`src/rtl/i2s_mic_receiver.sv`:
```
// Master-mode I2S receiver for an INMP441 MEMS microphone: drives sck/ws/lr and
// deserialises one 24-bit channel into a signed sample with a one-cycle strobe.
module i2s_mic_receiver #(
    parameter int clk_mhz  = 50,
    parameter int sck_half = 8,
    parameter int channel  = 0
) (
    input  logic               clk,
    input  logic               rst,
    output logic               lr,
    output logic               ws,
    output logic               sck,
    input  logic               sd,
    output logic signed [23:0] value,
    output logic               value_valid
);
    localparam int         DATA_W   = 24;
    localparam logic [7:0] DIV_LAST = 8'(sck_half - 1);
    localparam logic       CH       = 1'(channel);

    if (sck_half < 4 || sck_half > 255 || clk_mhz < 1) begin : g_param_check
        $error("i2s_mic_receiver: sck_half must lie in 4..255");
    end

    // Slot bit 0 is the I2S one-bit delay; bits 25..31 are tri-stated by the mic.
    function automatic logic in_data_window(input logic [4:0] k);
        return (k != 5'd0) && (k <= 5'd24);
    endfunction

    logic [7:0]               div_cnt;
    logic [5:0]               bit_cnt;
    logic [5:0]               bit_cnt_nxt;
    logic [4:0]               slot_bit;
    logic                     div_wrap;
    logic                     capture;
    logic                     word_done;
    logic                     sd_p0;
    logic                     sd_p1;
    logic signed [DATA_W-1:0] shift_p2;
    logic                     vld_p2;

    assign lr          = CH;
    assign bit_cnt_nxt = bit_cnt + 6'd1;
    assign slot_bit    = bit_cnt[4:0];
    assign div_wrap    = (div_cnt == DIV_LAST);

    always_comb begin
        capture   = 1'b0;
        word_done = 1'b0;
        if (div_wrap && sck && (bit_cnt[5] == CH) && in_data_window(slot_bit)) begin
            capture   = 1'b1;
            word_done = (slot_bit == 5'd24);
        end
    end

    // Clock generation: ws and bit_cnt advance together on the sck falling edge.
    always_ff @(posedge clk) begin
        if (rst) begin
            div_cnt <= '0;
            sck     <= 1'b0;
            bit_cnt <= '0;
            ws      <= 1'b0;
        end else if (div_wrap) begin
            div_cnt <= '0;
            sck     <= ~sck;
            if (sck) begin
                bit_cnt <= bit_cnt_nxt;
                ws      <= bit_cnt_nxt[5];
            end
        end else begin
            div_cnt <= div_cnt + 8'd1;
        end
    end

    // Stage p0/p1: two-flop synchroniser for the asynchronous sd pin.
    always_ff @(posedge clk) begin
        if (rst) begin
            sd_p0 <= 1'b0;
            sd_p1 <= 1'b0;
        end else begin
            sd_p0 <= sd;
            sd_p1 <= sd_p0;
        end
    end

    // Stage p2: shift MSB-first; only in-window bits of our slot enter the register.
    always_ff @(posedge clk) begin
        if (rst) begin
            shift_p2 <= '0;
            vld_p2   <= 1'b0;
        end else begin
            vld_p2 <= word_done;
            if (capture) begin
                shift_p2 <= {shift_p2[DATA_W-2:0], sd_p1};
            end
        end
    end

    // Output stage: publish the completed word with a single-cycle strobe.
    always_ff @(posedge clk) begin
        if (rst) begin
            value       <= '0;
            value_valid <= 1'b0;
        end else begin
            value_valid <= vld_p2;
            if (vld_p2) begin
                value <= shift_p2;
            end
        end
    end
endmodule
```
`config.mk`:
```
export PLATFORM = sky130hd
export DESIGN_NAME = i2s_mic_receiver
export DESIGN_NICKNAME = d
export VERILOG_FILES = /design/src/rtl/i2s_mic_receiver.sv
export SDC_FILE = /design/constraint.sdc
export NUM_CORES = 1
export LEC_CHECK = 0
export ABC_AREA = 1
export ABC_CLOCK_PERIOD_IN_PS = 1500
export BUFFER_PORTS_ARGS = -buffer_cell sky130_fd_sc_hd__buf_4
export CAP_MARGIN = 20
export CORE_ASPECT_RATIO = 1.4
export CORE_MARGIN = 3
export CORE_UTILIZATION = 48
export CTS_CLUSTER_SIZE = 20
export DETAILED_ROUTE_END_ITERATION = 16
export GPL_ROUTABILITY_DRIVEN = 0
export PLACE_DENSITY = 0.75
export REMOVE_ABC_BUFFERS = 1
export SYNTH_ARGS = -nofsm -noshare
export SYNTH_HDL_FRONTEND = slang
export SYNTH_SLANG_ARGS = --single-unit
```
`constraint.sdc`:
```
create_clock -name clk -period 1.5 [get_ports clk]
set_clock_uncertainty 0.05 [all_clocks]
set_input_delay 0.3 -clock clk [delete_from_list [all_inputs] [get_ports clk]]
set_output_delay 0.3 -clock clk [all_outputs]
set_load 0.1 [all_outputs]
```
* After elaboration in Yosys (flattened, before gate mapping) *
Index checks and enable logic that the tools add are counted.

operators by class
  add/subtract/negate cells = 2
  multiply operators = 0
  divide/modulo/power cells = 0
  magnitude comparators = 1
  eq/ne operators = 2
  shift operators = 0
  mux-type cells = 1
  bitwise logic cells = 3
  reductions and logical operators = 8

operator list
  cell                                                              count
  8-bit by 1-bit adder with 8-bit output (second input constant)    1
  8-bit by 3-bit == test with 1-bit output (second input constant)  1
  6-bit by 1-bit adder with 6-bit output (second input constant)    1
  5-bit == test (second input constant)                             1
  5-bit <= comparator (second input constant)                       1
  5-bit nonzero test                                                1
  1-bit logical AND                                                 4
  2-bit OR reduction                                                2
  1-bit NOT                                                         3
  2-bit AND reduction                                               1
  1-bit 2-to-1 mux                                                  1

word-level totals
  flip-flop bits (word level) = 68
  latch bits = 0
  RAM bits = 0
  ROM bits = 0
  input port bits = 3
  output and inout port bits = 28
  word-level logic and storage cells = 27
  memories = 0

* Logic depth before layout (Yosys ltp) *
  depth in word-level cells = 6
  mapped depth = 10
  gate-level depth less buffers = 9

* Worst setup path before layout *
No wires, ideal clock.

  path kind = reg-to-reg
  from = reg sck
  to = reg ws
  arrival time = 1.850 ns
  data required time = 1.380 ns
  path slack = -0.470 ns
  cell stages (with the launch flop) = 5
  period minus slack after synthesis = 1.970 ns
  cells stage by stage = dfxtp_1 inv_1 nor3_1 nand2_1 a21oi_1

on the way
  cells in the longest elaborated chain, start to end = 1

RTL lines
  what                                  line  RTL
  from (decl)                           12    output logic sck,
  from (signal assigned)                65    sck <= ~sck;
  2-bit AND reduction (no source line)  n/a
  to (signal assigned)                  68    ws <= bit_cnt_nxt[5];
  to (decl)                             11    output logic ws,

No other way between the ends.
A chain may end at the register's enable or synchronous reset.

* Worst setup path in the final report *
  from = reg div_cnt[1]
  to = reg shift_p2[8]

on the way
  cells in the longest elaborated chain, start to end = 5

RTL lines
  what                                      line  RTL
  from (decl)                               30    logic [7:0] div_cnt;
  from (signal assigned)                    71    div_cnt <= div_cnt + 8'd1;
  8-bit by 3-bit == test with 1-bit output  45    assign div_wrap = (div_cnt == DIV_LAST);
  1-bit logical AND (3 in a row)            50    if (div_wrap && sck && (bit_cnt[5] == CH) && in_data_window(slot_bit)) begin
  1-bit 2-to-1 mux                          50
  to (signal assigned)                      94    shift_p2 <= {shift_p2[DATA_W-2:0], sd_p1};
  to (decl)                                 39    logic signed [DATA_W-1:0] shift_p2;

No other way between the ends.

==> flow_summary_export.csv <==
group,metric,value,unit
status,status,"finished, violations left",
status,violations,"setup timing",
cts,clkTransAtPathRegs,0.07,ns
timing,final.setup.worst_slack,-0.00451,ns
grt,grt_max_degree,49,
layout,nFillCells,464,
route,vias,2433,
grt,antenna_found_initial,0,
worst_setup_path,endpoint_kind,"flop",
grt,use_met2,29.7,%
cts,h-tree-depth,3,
worst_setup_path,worstSetupPathType,"flop to flop",
grt,grtUsageMet3,5.75,%
yosys,synth.top_cell.area_share,48.5,%
yosys,yosys-top-cells-area,"dfxtp_1 (48%), nor2_1 (9.2%), nand2_1 (7.1%), nand3_1 (5.8%), a21oi_1 (5.6%)",
timing,fin_crit_sh,100,%
layout,synthToLayoutAreaGrowth,30.3,%
floorplan,dieArea,0.00672,mm^2
cts,hold_buffers,0,
power_and_ir_drop,power,3.18,mW
floorplan,ios,31,
run,drv_cap,0,
cts,numCtsBuffers,9,
grt,gr-max-usage-layer,"met2",
worst_setup_path,crit_arrival,1.69,ns
floorplan,die_h,95.8,um
route,drc,0,
timing,fmax,665,MHz
place,place_inst,460,
route,vias_per_cell,4.96,
yosys,syn_area,0.00277,mm^2
cts,clock_sinks,67,
layout,final_cells,491,
yosys,synth_cell_types,29,
route,wirelength,6020,um
timing,finalHoldViolations,0,
grt,grt_pass1_vias,2148,
floorplan,rows,32,
layout,diodes,0,
worst_setup_path,crit_path_start_kind,"flop",
worst_setup_path,required,1.68,ns
cts,cts_buffer_depth,2,
timing,finalCriticalPeriod,1.50,ns
timing,finalSetupViolations,1,
route,dr.pass1.iters,4,
cts,clock_latency,0.34,ns
layout,final_nets,424,
cts,cts-root-buf,"clkbuf_8",
yosys,yosysTopAreaCell,"dfxtp_1",
yosys,postSynthCellCount,367,
power_and_ir_drop,power_leakage,1.54,nW
floorplan,core,0.00557,mm^2
yosys,synth_edf_count,0,
yosys,avgSynthCellArea,7.54,um^2
grt,grt_pass1_wl,8780,um
yosys,synth.yosys.seq_area_share,48.5,%
yosys,yosysWarnings,0,
worst_setup_path,crit_fanout,6,
timing,slew_violations,0,
yosys,async_reset_ff_share,0,%
route,wl_per_cell,12.3,um
place,hpwl,3500,um
timing,rsz0062_at_grt,"true",
route,ant_nets,0,
grt,grtUsageMet1,17.0,%
place,io_buffers,29,
yosys,synth-seq-cells,67,
floorplan,die_w,70.2,um
grt,gr-total-overflow,0,
power_and_ir_drop,powerDensity,883,mW/mm^2
layout,drive_gt1_share,27.9,%
route,drt_iter0_markers,131,
power_and_ir_drop,vdd_drop_max,0.631,mV
place,dp_slack,-0.174,ns
floorplan,start_util,49.7,%
cts,cts_tree,"yes",
hold_path,hold_class,"primary input to flop",
yosys,synth_flop_cell,"dfxtp_1",
grt,grt_usage,16.4,%
## power by group
group	leakage, nW	total, mW	internal, mW	switching, mW
sequential	0.543	1.80	1.79	0.00844
clock	0.0863	1.29	0.643	0.650
combinational	0.910	0.0932	0.0319	0.0613
## what timing repair did
item | in CTS | in global routing
pin swaps | 1 | 19
buffers inserted | 1 | 7
setup endpoints to repair | 24 | 27
gates resized for setup | 1 | 34
gates cloned | 1 | 6
## area by class of cell
class                   instances  area (um^2)  share of cell area [%]
flip-flops and latches         67         1350                    37.4
multi-input cells             238         1270                    35.4
repair buffers                 57          556                    15.4
inverters                      45          169                    4.69
clock buffers                  12          145                    4.03
well taps                      68         85.1                    2.36
clock inverters                 4         26.3                   0.729
## registers in the layout (all words and copies together) (netlist names)
signal	count
shift_p2	24
ws	1
sd_p0	1
value	24
vld_p2	1
sck	1
sd_p1	1
bit_cnt	5
value_valid	1
div_cnt	8
## per-stage QoR
step	utilization, %	hold slack, ns	TNS (ns)	cell area [um^2]
finish	64.8	0.114	-0.00451	3600
global route	64.8	0.125	-0.427	3600
CTS	59.3	0.103	0	3300
detailed placement	55.6	0.343	-3.56	3100
global placement	55.6	0.345	-1.77	3100
floorplan	-	0.319	-15.13	2650
## worst paths after layout
| path | slack (ns) | end | cells past startpoint | start |
|---|---|---|---|---|
| hold / removal | 0.11 | sd_p0$_SDFF_PP0_ | 3 | sd |
| setup reg to reg | -0.005 | shift_p2[8]$_SDFFE_PP0P_ | 9 | div_cnt[1]$_SDFF_PP0_ |
| hold reg to reg | 0.35 | sd_p1$_SDFF_PP0_ | 2 | sd_p0$_SDFF_PP0_ |
| setup / recovery | -0.005 | shift_p2[8]$_SDFFE_PP0P_ | 9 | div_cnt[1]$_SDFF_PP0_ |
## Yosys cell counts, types with 3 or more instances
master    instances
a21oi_1          31
buf_6             5
clkbuf_1          9
dfxtp_1          67
ha_1              3
inv_1            37
inv_2             7
nand2_1          52
nand2_2           3
nand3_1          32
nor2_1           68
nor2_2            3
nor3_1            4
o21ai_0          25
xor2_1            3
## kinds of logic (layout without fill, tap and decap cells)
family                   count (synthesis)  after routing  share of synthesized area [%]
AND/OR/NAND/NOR                        173            174                           28.5
flip-flops                              67             67                           48.5
buffers and inverters                   63            118                           10.3
AO/OA/AOI/OAI                           57             57                           10.3
adder cells (fa/ha/maj)                  3              3                           1.36
XOR/XNOR                                 3              3                          0.950
other                                    1              1                          0.136
## critical path, cell delays in order, from the launching register on
cell and delay [ns]:
dfxtp_2 0.35, ha_4 0.15, nand2_4 0.07, nor2_4 0.12, nand2_4 0.08, nor2_8 0.20
buf_12 0.14, nand3_1 0.10, nand2_1 0.10, nor2_1 0.05
## cells in the final DEF (no fill, tap or decap), types with 9 or more instances in the layout
cell type  instances
buf_4             47
inv_2              9
o21ai_0           25
nand3_2            9
nor2_1            66
inv_1             35
nand2_1           49
a21oi_1           31
dfxtp_1           61
clkbuf_8          10
nand3_1           24
## layer usage
layer	share of wire [%]	vias to the layer above
li1	-	1253
met1	41	1108
met3	4.4	14
met2	52	58
met5	0	-
met4	2.5	0
Power figures use the tool's default switching activity.
